[config.mk]
export PLATFORM = sky130hd
export DESIGN_NAME = core_seq_ctrl_flat
export DESIGN_NICKNAME = d
export VERILOG_FILES = /design/src/rtl/core_seq_ctrl_if.sv /design/src/rtl/core_seq_ctrl.sv /design/src/flat_wrapper.sv
export SDC_FILE = /design/constraint.sdc
export NUM_CORES = 1
export LEC_CHECK = 0
export ABC_AREA = 1
export CORE_AREA = 2 2 51 53
export DETAILED_ROUTE_END_ITERATION = 8
export DIE_AREA = 0 0 53 55
export PLACE_DENSITY = 0.73
export REMOVE_ABC_BUFFERS = 1
export SLEW_MARGIN = 10
export SYNTH_ARGS = -nofsm -noshare
export SYNTH_HDL_FRONTEND = slang
export SYNTH_SLANG_ARGS = --single-unit
[constraint.sdc]
create_clock -name clk -period 3.9 [get_ports clk]
set_clock_uncertainty 0.1 [all_clocks]
set_input_delay 0.78 -clock clk [delete_from_list [all_inputs] [get_ports clk]]
set_output_delay 0.78 -clock clk [all_outputs]
set_load 0.05 [all_outputs]
[src/rtl/core_seq_ctrl_if.sv]
// core_seq_ctrl_if: handshake/control bundle between the core sequencer and
// the datapath around it (fetch port, load/store port, decoder, strobes).
//   master : the sequencer (drives requests, strobes, halt/err/state)
//   slave  : the surrounding datapath / memory model
interface core_seq_ctrl_if;
  logic       ifu_req;
  logic       ifu_rvalid;
  logic       inst_we;
  logic       dec_regwrite;
  logic       dec_memread;
  logic       dec_memwrite;
  logic       dec_ebreak;
  logic       lsu_req;
  logic       lsu_wen;
  logic       lsu_rvalid;
  logic       rf_we;
  logic       pc_we;
  logic       halt;
  logic       err;
  logic [2:0] state;

  modport master (
    output ifu_req, inst_we, lsu_req, lsu_wen, rf_we, pc_we, halt, err, state,
    input  ifu_rvalid, dec_regwrite, dec_memread, dec_memwrite, dec_ebreak,
           lsu_rvalid
  );

  modport slave (
    input  ifu_req, inst_we, lsu_req, lsu_wen, rf_we, pc_we, halt, err, state,
    output ifu_rvalid, dec_regwrite, dec_memread, dec_memwrite, dec_ebreak,
           lsu_rvalid
  );
endinterface

[src/rtl/core_seq_ctrl.sv]
// core_seq_ctrl: multi-cycle sequencer for the NPC core datapath.
// Walks each instruction through FETCH, DECODE, EXEC, (MEM), WB, handshaking
// with the fetch and load/store ports, and owns halt and the memory timeout.
// Ports:
//   clk   : core clock
//   rst   : asynchronous active-low reset
//   bus   : core_seq_ctrl_if.master (fetch/lsu handshakes, decoder controls,
//           inst_we/rf_we/pc_we strobes, halt, err, debug state)
//   cycle_cnt, instret_cnt : performance counters, present only when
//           CORE_SEQ_CTRL_PERF_EN is defined
// Parameters:
//   TIMEOUT : cycles to wait for ifu_rvalid/lsu_rvalid before ERR (0 = never)
//   CNT_W   : performance counter width
module core_seq_ctrl #(
  parameter int TIMEOUT = 255,
  parameter int CNT_W   = 32
) (
  input  logic                 clk,
  input  logic                 rst,
  core_seq_ctrl_if.master      bus
`ifdef CORE_SEQ_CTRL_PERF_EN
  ,
  output logic [CNT_W-1:0]     cycle_cnt,
  output logic [CNT_W-1:0]     instret_cnt
`endif
);

  typedef enum logic [2:0] {
    FETCH  = 3'd0,
    DECODE = 3'd1,
    EXEC   = 3'd2,
    MEM    = 3'd3,
    WB     = 3'd4,
    HALT   = 3'd5,
    ERR    = 3'd6,
    IDLE   = 3'd7
  } state_t;

  localparam int              TO_W    = (TIMEOUT < 1) ? 1 : $clog2(TIMEOUT + 1);
  localparam bit              TO_EN   = (TIMEOUT != 0);
  localparam logic [TO_W-1:0] TO_LAST = TO_W'((TIMEOUT > 0) ? TIMEOUT - 1 : 0);

  if (TIMEOUT < 0) begin : g_timeout_chk
    $error("TIMEOUT must be non-negative");
  end
  if (CNT_W < 1) begin : g_cnt_w_chk
    $error("CNT_W must be at least 1");
  end

  state_t          st, st_nxt;
  logic [TO_W-1:0] to_cnt;
  logic            to_hit;
  logic            ifu_req_q, lsu_req_q, pc_we_q, halt_q, err_q;

  // Counter value of TIMEOUT-1 means this is the TIMEOUT-th waiting cycle.
  assign to_hit = TO_EN && (to_cnt == TO_LAST);

  always_comb begin
    st_nxt = st;
    unique case (st)
      IDLE:    st_nxt = FETCH;
      FETCH:   if (bus.ifu_rvalid) st_nxt = DECODE;
               else if (to_hit)    st_nxt = ERR;
      DECODE:  st_nxt = bus.dec_ebreak ? HALT : EXEC;
      EXEC:    st_nxt = (bus.dec_memread || bus.dec_memwrite) ? MEM : WB;
      MEM:     if (bus.lsu_rvalid) st_nxt = WB;
               else if (to_hit)    st_nxt = ERR;
      WB:      st_nxt = FETCH;
      default: st_nxt = st;           // HALT and ERR are absorbing
    endcase
  end

  // State, timeout counter and the state-decoded outputs. Outputs are
  // registered from the next state so they line up with the state register.
  always_ff @(posedge clk or negedge rst) begin
    if (!rst) begin
      st        <= IDLE;
      to_cnt    <= '0;
      ifu_req_q <= 1'b0;
      lsu_req_q <= 1'b0;
      pc_we_q   <= 1'b0;
      halt_q    <= 1'b0;
      err_q     <= 1'b0;
    end else begin
      st <= st_nxt;
      if (st_nxt != st)
        to_cnt <= '0;
      else if (st == FETCH || st == MEM)
        to_cnt <= to_cnt + 1'b1;
      ifu_req_q <= (st_nxt == FETCH);
      lsu_req_q <= (st_nxt == MEM);
      pc_we_q   <= (st_nxt == WB);
      halt_q    <= (st_nxt == HALT) || (st_nxt == ERR);
      err_q     <= (st_nxt == ERR);
    end
  end

  assign bus.state   = st;
  assign bus.ifu_req = ifu_req_q;
  assign bus.lsu_req = lsu_req_q;
  assign bus.pc_we   = pc_we_q;
  assign bus.halt    = halt_q;
  assign bus.err     = err_q;
  // These three follow their inputs within the cycle; store wins over load.
  assign bus.inst_we = ifu_req_q & bus.ifu_rvalid;
  assign bus.lsu_wen = lsu_req_q & bus.dec_memwrite;
  assign bus.rf_we   = pc_we_q & bus.dec_regwrite;

`ifdef CORE_SEQ_CTRL_PERF_EN
  always_ff @(posedge clk or negedge rst) begin
    if (!rst) begin
      cycle_cnt   <= '0;
      instret_cnt <= '0;
    end else begin
      if (st == FETCH || st == DECODE || st == EXEC || st == MEM || st == WB)
        cycle_cnt <= cycle_cnt + 1'b1;
      if (st == WB)
        instret_cnt <= instret_cnt + 1'b1;
    end
  end
`endif

endmodule

[src/flat_wrapper.sv]
// flat-port wrapper written by rule: the top's interface ports become plain ports
module core_seq_ctrl_flat 
#(
  parameter int TIMEOUT = 255,
  parameter int CNT_W   = 32
)
  (clk, rst, bus_ifu_req, bus_inst_we, bus_lsu_req, bus_lsu_wen, bus_rf_we, bus_pc_we, bus_halt, bus_err, bus_state, bus_ifu_rvalid, bus_dec_regwrite, bus_dec_memread, bus_dec_memwrite, bus_dec_ebreak, bus_lsu_rvalid);
  core_seq_ctrl_if bus_i ();
  input  logic clk;
  input  logic rst;
  output wire logic [$bits(bus_i.ifu_req)-1:0] bus_ifu_req;
  output wire logic [$bits(bus_i.inst_we)-1:0] bus_inst_we;
  output wire logic [$bits(bus_i.lsu_req)-1:0] bus_lsu_req;
  output wire logic [$bits(bus_i.lsu_wen)-1:0] bus_lsu_wen;
  output wire logic [$bits(bus_i.rf_we)-1:0] bus_rf_we;
  output wire logic [$bits(bus_i.pc_we)-1:0] bus_pc_we;
  output wire logic [$bits(bus_i.halt)-1:0] bus_halt;
  output wire logic [$bits(bus_i.err)-1:0] bus_err;
  output wire logic [$bits(bus_i.state)-1:0] bus_state;
  input wire logic [$bits(bus_i.ifu_rvalid)-1:0] bus_ifu_rvalid;
  input wire logic [$bits(bus_i.dec_regwrite)-1:0] bus_dec_regwrite;
  input wire logic [$bits(bus_i.dec_memread)-1:0] bus_dec_memread;
  input wire logic [$bits(bus_i.dec_memwrite)-1:0] bus_dec_memwrite;
  input wire logic [$bits(bus_i.dec_ebreak)-1:0] bus_dec_ebreak;
  input wire logic [$bits(bus_i.lsu_rvalid)-1:0] bus_lsu_rvalid;
  assign bus_ifu_req = bus_i.ifu_req;
  assign bus_inst_we = bus_i.inst_we;
  assign bus_lsu_req = bus_i.lsu_req;
  assign bus_lsu_wen = bus_i.lsu_wen;
  assign bus_rf_we = bus_i.rf_we;
  assign bus_pc_we = bus_i.pc_we;
  assign bus_halt = bus_i.halt;
  assign bus_err = bus_i.err;
  assign bus_state = bus_i.state;
  assign bus_i.ifu_rvalid = bus_ifu_rvalid;
  assign bus_i.dec_regwrite = bus_dec_regwrite;
  assign bus_i.dec_memread = bus_dec_memread;
  assign bus_i.dec_memwrite = bus_dec_memwrite;
  assign bus_i.dec_ebreak = bus_dec_ebreak;
  assign bus_i.lsu_rvalid = bus_lsu_rvalid;
  core_seq_ctrl #(.TIMEOUT(TIMEOUT), .CNT_W(CNT_W)) u_core (.clk(clk), .rst(rst), .bus(bus_i));
endmodule
==> results of run 1 <==
-- synthesized netlist by cell type (2+ instances only) --
| master | n | area, sq um |
|---|---|---|
| inv_1 | 21 | 78.8 |
| nor2_1 | 24 | 90.1 |
| ha_1 | 2 | 25.0 |
| dfstp_2 | 3 | 78.8 |
| nand3_1 | 6 | 30.0 |
| nand2_1 | 32 | 120 |
| nand4_1 | 5 | 31.3 |
| dfrtp_1 | 13 | 325 |
| nand2_2 | 2 | 12.5 |
| xor2_1 | 7 | 61.3 |
| o21ai_0 | 3 | 15.0 |
-- critical path, stage by stage --
cell	delay [ns]
clkdlybuf4s50_1	0.50
nand2_1	0.06
inv_1	0.05
clkdlybuf4s50_1	0.79
-- final timing paths --
path                                     start          endpoint  cells past startpoint
max in group asynchronous                  rst  u_core.to_cnt[2]                      1
min in group asynchronous                  rst  u_core.to_cnt[1]                      1
min                           u_core.to_cnt[7]  u_core.to_cnt[7]                      2
min reg2reg                   u_core.to_cnt[7]  u_core.to_cnt[7]                      2
max reg2reg                u_core.bus.state[1]  u_core.to_cnt[4]                     10
max                             bus_ifu_rvalid       bus_inst_we                      4
-- flip-flops by register name, summed over array words and instances (netlist names) --
signal	flops
u_core.bus.err	1
u_core.bus.halt	1
u_core.bus.ifu_req	1
u_core.bus.lsu_req	1
u_core.bus.pc_we	1
u_core.bus.state	3
u_core.to_cnt	8
-- logic make-up after synthesis --
logic type | Yosys count
AO/OA/AOI/OAI | 5
XOR/XNOR | 7
adder cells (fa/ha/maj) | 2
buffers and inverters | 22
flip-flops | 16
AND/OR/NAND/NOR | 75
-- power groups by stage --
stage	Clock, mW	Sequential [mW]	Combinational [mW]
3_5_place_dp	0	0.252	0.559
4_1_cts	0.0916	0.248	0.561
2_1_floorplan	0	0.361	0.297
3_3_place_gp	0	0.252	0.547
5_1_grt	0.100	0.254	0.624
6_report	0.0900	0.248	0.557
-- final cells by class --
cell class | count | area share
clock buffers | 4 | 0.0222
inverters | 22 | 0.0697
multi-input cells | 89 | 0.383
flip-flops and latches | 16 | 0.341
well taps | 30 | 0.0317
repair buffers | 18 | 0.152
-- metrics by stage --
step / std cells / util
2_1_floorplan: 127 / -
3_3_place_gp: 175 / 0.490
3_5_place_dp: 175 / 0.490
4_1_cts: 179 / 0.501
5_1_grt: 179 / 0.501
6_report: 179 / 0.501
-- per-layer routing --
metal  vias to the layer above  GRT usage  routed length [um]
met4                         0     0.0556                  36
li1                        434          -                   -
met1                       393      0.175                 830
met2                        25      0.273                 933
met5                         -          0                   0
met3                         5     0.0161                  79
==> impl_metrics.csv, run 1 <==
group,metric,value,unit
status,outcome,"finished, final reports clean",
cts,clk_latency,0.28,ns
floorplan,die_h,55,um
synth,synth.mux.area_fraction,0,
finish,layout.cells.most_common,"nand2_1",
critical_path,criticalPathCategory,"in2out",
drt,routed_wl,1.88,mm
drt,drc,0,
sta,hold_viol,0,
cts,clock_path_buffers,2,
floorplan,core_area,2360,sq um
finish,design_area,1180,sq um
critical_path,r2r_slack,2.12,ns
place,gp_congestion,0.812,
sta,worst_slew_pin_slew,0.696,ns
sta,setup_viol_count_final,0,
min_path,hold_path_class,"reg2reg",
pwr,power_frac_clock,0.101,
finish,nFillCells,230,
sta,slew_viol_final,0,
sta,whs,0.461,ns
finish,final_nets,160,
finish,ff_latch_area,404,sq um
cts,cts_sinks,16,
pwr,p_total,0.895,mW
critical_path,cp.required,3.02,ns
floorplan,start_util,0.398,
pwr,pwr-share-seq,0.277,
critical_path,crit_fanout,3,
synth,synth_xor_area_frac,0.0652,
cts,cts_tree,"yes",
cts,cts_made_buffers,3,
global_route,grt_overflow,0,
synth,synthDistinctLibCells,20,
global_route,track_usage,0.147,
floorplan,pin_count,19,
synth,yosys_warnings,0,
drt,drt_first_iter_violations,12,
pwr,internal-power,0.422,mW
cts,htree_levels,1,
synth,synth_seq_cells,16,
sta,fmax,327,MHz
sta,setup_tns,0,ns
floorplan,rows,18,
sta,rsz0062_at_grt,"false",
cts,clockRootBuffer,"clkbuf_4",
synth,synthSimpleGateAreaFrac,0.362,
finish,multi_input_area,454,sq um
pwr,p_sw,0.473,mW
synth,synth_area_per_cell,7.41,sq um
pwr,comb_power_share,0.622,
place,pre_cts_ws,0.850,ns
synth,synth-compound-area-share,0.0293,
drt,num_vias,857,
synth,synth_ff_type,"dfrtp_1",
pwr,power_density,755,nW/um^2
drt,viasPerCell,4.79,
global_route,grt_pass1_vias,790,
finish,n_antenna_cell,0,
place,post-dp-hpwl,1.53,mm
synth,syn_inst,127,
pwr,leakage,0.590,nW
cts,cts.clk_slew.worst_paths,0.09,ns
synth,syn_area,941,sq um
pwr,vdd.ir_drop.worst,0.355,mV
synth,synthArstFlopShare,1.00,
cts,cts_resized,0,
pwr,p_sw_frac,0.528,
cts,cts_setup_buffers,0,
critical_path,critPathCaptureType,"output pin",
global_route,grt_start_max_net_pins,17,
global_route,antenna_found_initial,0,
job,max_cap_viol_count,0,
sta,min_period_over_period,0.784,
floorplan,die_area,2920,sq um
finish,final_cell_mix,"nand2_1, nor2_1, inv_1",
cts,postCtsHoldBufs,0,
finish,drive_above_1_share,0.0872,
drt,wl_per_cell,10.5,um
floorplan,die_w,53,um
sta,min_period,3.06,ns
sta,layout_setup_ws,0.844,ns
place,place_area,1160,sq um
synth,ys_seq_area_frac,0.430,
synth,synth_top_family_by_area,"simple AND/OR/NAND/NOR gates",
drt,drt_pass1_iterations,4,
critical_path,worstPathArrival,2.18,ns
drt,antenna_left,0,
place,port_buffers,18,
critical_path,cp-start-kind,"input port",
finish,layout-area-overhead-vs-synth,25.9,%
global_route,grt_pass1_wl,3.17,mm
synth,yosys.area_share.adder,0.0266,
synth,synth_edf_count,0,
sta,relSlewSlack,0.534,
Note: power is estimated with default switching activity, not from simulation.
==> run 2: changes to the inputs <==
--- a/config.mk
+++ b/config.mk
@@ -9,7 +9,7 @@
 export CORE_AREA = 2 2 51 53
 export DETAILED_ROUTE_END_ITERATION = 8
 export DIE_AREA = 0 0 53 55
-export PLACE_DENSITY = 0.73
+export PLACE_DENSITY = 0.75
 export REMOVE_ABC_BUFFERS = 1
 export SLEW_MARGIN = 10
 export SYNTH_ARGS = -nofsm -noshare
==> constraint.sdc (replaced) <==
create_clock -name clk -period 2.73 [get_ports clk]
set_clock_uncertainty 0.1 [all_clocks]
set_input_delay 0.546 -clock clk [delete_from_list [all_inputs] [get_ports clk]]
set_output_delay 0.546 -clock clk [all_outputs]
set_load 0.05 [all_outputs]
==> run 2 against run 1 <==
  * Register-to-register slack worse by 1.2 ns
  * Hold slack improved by 0.020 ns
  * Routed wire length up 9.7%
  * Non-clock buffer count stayed put
  * Cell count stayed put
  * Sequential power is 46% higher
  * Global-route usage increased by 2.5 points
  * First-iteration DRC count is 92% higher
  * Combinational power rose by 45%
  * Critical path depth decreased by 3
  * Count of clock-buffer cells in the layout stayed put
  * Worst setup slack worse by 0.47 ns
==> impl_metrics.csv, run 2 (synthesis results as in run 1) <==
group,metric,value,unit
status,outcome,"finished, final reports clean",
sta,rsz0062_at_grt,"false",
finish,final_cell_mix,"nand2_1, nor2_1, inv_1",
finish,n_antenna_cell,0,
cts,cts_resized,0,
critical_path,critPathCaptureType,"output pin",
min_path,hold_path_class,"reg2reg",
cts,clk_latency,0.28,ns
critical_path,r2r_end,"u_core.to_cnt[4]",
place,port_buffers,18,
floorplan,pin_count,19,
finish,regMostFlops,"u_core.to_cnt",
critical_path,crit-reg2reg-launch,"u_core.bus.state[2]",
cts,cts_sinks,16,
sta,min_period_over_period,0.864,
place,post-dp-hpwl,1.67,mm
cts,postCtsHoldBufs,0,
pwr,leakage,0.604,nW
finish,nFillCells,234,
critical_path,crit_slowest_cell,"clkdlybuf4s50_1",
finish,drive_above_1_share,0.114,
cts,clockRootBuffer,"clkbuf_4",
sta,relSlewSlack,0.535,
place,place_area,1160,sq um
critical_path,crit_path_start,"u_core.bus.state[1]",
finish,largest_reg_flops,8,
sta,hold_viol,0,
cts,cts_made_buffers,3,
finish,layout-area-overhead-vs-synth,27.5,%
floorplan,die_w,53,um
sta,setup_tns,0,ns
finish,multi_input_area,454,sq um
critical_path,cp.required,2.08,ns
floorplan,die_h,55,um
finish,design_area,1200,sq um
floorplan,rows,18,
sta,min_period,2.36,ns
pwr,vdd.ir_drop.worst,0.784,mV
drt,routed_wl,2.06,mm
drt,drt_pass1_iterations,4,
global_route,grt_start_max_net_pins,17,
critical_path,reg2regPathDepth,8,
floorplan,die_area,2920,sq um
drt,drt_first_iter_violations,23,
cts,cts_tree,"yes",
sta,fmax,424,MHz
critical_path,max_stage_delay,0.82,ns
critical_path,worstPathArrival,1.71,ns
drt,drc,0,
finish,ff_latch_area,404,sq um
critical_path,criticalPathCategory,"reg2out",
global_route,antenna_found_initial,0,
cts,clock_path_buffers,2,
critical_path,cp_top_family,"buffers and inverters",
global_route,grt_pass1_vias,808,
finish,final_nets,160,
sta,worst_slew_pin_slew,0.695,ns
critical_path,crit_fanout,8,
drt,num_vias,864,
finish,utilization,0.507,
place,gp_congestion,0.838,
pwr,p_total,1.32,mW
sta,setup_viol_count_final,0,
finish,layout.cells.most_common,"nand2_1",
floorplan,core_area,2360,sq um
critical_path,critPathBufInv,1,
drt,wl_per_cell,11.5,um
place,dp_cells,175,
global_route,grt_overflow,0,
floorplan,start_util,0.398,
sta,slew_viol_final,0,
critical_path,crit_path_end,"bus_state[1]",
critical_path,crit_chain,"clkdlybuf4s50_1",
drt,viasPerCell,4.83,
cts,cts_setup_buffers,0,
finish,fin_cells,179,
critical_path,cp-start-kind,"flip-flop",
drt,antenna_left,0,
critical_path,r2r_slack,0.90,ns
job,max_cap_viol_count,0,
cts,cts.clk_slew.worst_paths,0.09,ns
global_route,track_usage,0.172,
global_route,grt_pass1_wl,3.56,mm
critical_path,cp.depth,1,
cts,htree_levels,1,
pwr,power_density,1100,nW/um^2
min_path,whs_path_depth,2,
-- run 2: cell types whose count changed in the layout (fill, tap and decap cells not counted), sizes merged --
cell and delta:
buf +3, clkdlybuf4s50 -3
-- run 2: how the worst min path moves through the flow --
| stage | slack, ns | endpoint | startpoint |
|---|---|---|---|
| 2_1_floorplan | 0.15 | u_core.bus.err | rst |
| 3_3_place_gp | 0.44 | u_core.to_cnt[7] | u_core.to_cnt[7] |
| 3_5_place_dp | 0.47 | u_core.to_cnt[7] | u_core.to_cnt[7] |
| 4_1_cts | 0.50 | u_core.to_cnt[7] | u_core.to_cnt[7] |
| 5_1_grt | 0.53 | u_core.to_cnt[7] | u_core.to_cnt[7] |
| 6_report | 0.48 | u_core.to_cnt[7] | u_core.to_cnt[7] |
-- run 2: layout make-up --
class                           instances  area share
Sequential cell                        16       0.337
Inverter                               22      0.0688
Tap cell                               30      0.0313
Clock buffer                            4      0.0302
Multi-Input combinational cell         89       0.379
Timing Repair Buffer                   18       0.154
-- run 2: report_power, final --
| group | internal [mW] | switching [mW] |
|---|---|---|
| logic | 0.244 | 0.565 |
| clock network | 0.0811 | 0.0722 |
| registers | 0.309 | 0.0541 |
-- run 2: metal layers --
layer,global-route usage,routed length (um)
met5,0,0
met4,0.103,27
met3,0.00806,62
met2,0.300,1040
met1,0.213,936
-- run 2: metrics by stage --
step	setup slack [ns]	hold WS, ns
floorplan	0.927	0.150
global placement	0.671	0.440
detailed placement	0.657	0.472
CTS	0.354	0.496
global route	0.305	0.530
finish	0.371	0.481
==> run 3: changes to the inputs <==
--- a/config.mk
+++ b/config.mk
@@ -9,6 +9,7 @@
 export CORE_AREA = 2 2 51 53
 export DETAILED_ROUTE_END_ITERATION = 8
 export DIE_AREA = 0 0 53 55
+export GPL_TIMING_DRIVEN = 0
 export PLACE_DENSITY = 0.75
 export REMOVE_ABC_BUFFERS = 1
 export SLEW_MARGIN = 10
==> run 3 against run 2 <==
  * Sequential power decreased by 1%
  * Global-route usage decreased by 0.098 points
  * Count of clock-buffer cells in the layout unchanged
  * Cell area decreased by 0.42%
  * First-iteration DRC count unchanged
  * Die area unchanged
  * Flip-flop and latch count unchanged
  * Maximum frequency decreased by 11%
  * Utilization decreased by 0.21 points
  * Sequential share of layout area increased by 0.14 points
  * Worst setup slack got worse by 0.28 ns
  * Critical path type is now in2out
==> impl_metrics.csv, run 3 (synthesis results as in run 1) <==
group,metric,value,unit
min_path,hold_path_class,"reg2reg",
status,outcome,"finished, final reports clean",
floorplan,die_area,2920,sq um
cts,htree_levels,1,
critical_path,worstPathArrival,1.99,ns
cts,postCtsHoldBufs,0,
drt,drc,0,
finish,final_cell_mix,"nand2_1, nor2_1, inv_1",
sta,hold_viol,0,
sta,relSlewSlack,0.545,
job,max_cap_viol_count,0,
cts,clock_path_buffers,2,
critical_path,max_stage_delay,0.79,ns
critical_path,crit_slowest_cell,"clkdlybuf4s50_1",
sta,setup_viol_count_final,0,
drt,wl_per_cell,11.1,um
critical_path,cp-start-kind,"input port",
cts,cts_resized,0,
place,pre_cts_ws,0.105,ns
place,dp_cells,175,
critical_path,crit_top_cell,"clkdlybuf4s50_1",
drt,viasPerCell,4.89,
sta,layout_setup_ws,0.0896,ns
sta,whs,0.473,ns
finish,layout-area-overhead-vs-synth,27.0,%
floorplan,die_w,53,um
floorplan,core_area,2360,sq um
pwr,vdd.ir_drop.worst,0.797,mV
cts,clk_latency,0.29,ns
cts,cts_tree,"yes",
finish,layout.cells.most_common,"nand2_1",
sta,setup_tns,0,ns
cts,cts_setup_buffers,0,
cts,cts_sinks,16,
place,port_buffers,18,
sta,rsz0062_at_grt,"false",
cts,cts.clk_slew.worst_paths,0.10,ns
critical_path,cp_top_family,"buffers and inverters",
sta,slew_viol_final,0,
sta,min_period,2.64,ns
critical_path,crit_fanout,3,
floorplan,rows,18,
drt,drt_pass1_iterations,4,
global_route,grt_start_max_net_pins,17,
finish,final_nets,160,
drt,antenna_left,0,
finish,regMostFlops,"u_core.to_cnt",
global_route,antenna_found_initial,0,
place,gp_congestion,0.796,
critical_path,crit_chain,"clkdlybuf4s50_1, nand2_1, inv_1, clkdlybuf4s50_1",
drt,drt_first_iter_violations,23,
cts,cts_made_buffers,3,
floorplan,pin_count,19,
critical_path,cp.required,2.08,ns
pwr,p_total,1.32,mW
finish,drive_above_1_share,0.0940,
drt,num_vias,875,
critical_path,critPathCaptureType,"output pin",
global_route,grt_pass1_wl,3.61,mm
sta,worst_slew_pin_slew,0.681,ns
critical_path,criticalPathCategory,"in2out",
global_route,grt_overflow,0,
floorplan,start_util,0.398,
critical_path,critPathBufInv,3,
sta,min_period_over_period,0.967,
pwr,leakage,0.596,nW
finish,fin_cells,179,
finish,n_antenna_cell,0,
global_route,grt_pass1_vias,849,
global_route,track_usage,0.171,
pwr,power_density,1110,nW/um^2
finish,largest_reg_flops,8,
drt,routed_wl,1.99,mm
place,post-dp-hpwl,1.55,mm
sta,fmax,379,MHz
floorplan,die_h,55,um
cts,clockRootBuffer,"clkbuf_4",
run 3: where the power goes:
group	total, mW	internal [mW]	switching (mW)
sequential	0.358	0.308	0.0493
combinational	0.806	0.238	0.569
clock	0.157	0.0812	0.0756
run 3: area by class of cell:
type / instances / area (sq um)
Fill cell: 239 / 1170
Multi-Input combinational cell: 89 / 454
Sequential cell: 16 / 404
Timing Repair Buffer: 18 / 180
Inverter: 22 / 82.6
Tap cell: 30 / 37.5
Clock buffer: 4 / 36.3
run 3: routing by layer:
metal / track usage / share of wire / up-vias
met1: 0.205 / 0.47 / 411
met5: 0 / 0 / -
met3: 0.0188 / 0.026 / 6
met2: 0.306 / 0.48 / 24
li1: - / - / 434
met4: 0.0855 / 0.023 / 0
run 3: worst paths after layout:
check | from | end | slack (ns) | cells after the start
setup / recovery | bus_ifu_rvalid | bus_inst_we | 0.09 | 4
hold / removal | u_core.to_cnt[7] | u_core.to_cnt[7] | 0.47 | 2
setup reg to reg | u_core.bus.state[1] | u_core.to_cnt[2] | 0.94 | 9
hold reg to reg | u_core.to_cnt[7] | u_core.to_cnt[7] | 0.47 | 2
max in group asynchronous | rst | u_core.to_cnt[2] | 1.53 | 1
min in group asynchronous | rst | u_core.to_cnt[5] | 0.56 | 1
run 3: worst register-to-register path: cells and delay by family (launching register included):
| kind | cells | cell delay [ns] |
|---|---|---|
| buf+inv | 1 | 0.13 |
| flops | 1 | 0.62 |
| simple gates | 8 | 0.83 |
run 3: metrics by stage:
step / area, sq um / utilization
final: 1190 / 0.505
after global routing: 1190 / 0.505
after CTS: 1190 / 0.505
after detailed placement: 1160 / 0.490
after global placement: 1160 / 0.490
after floorplan: 941 / -
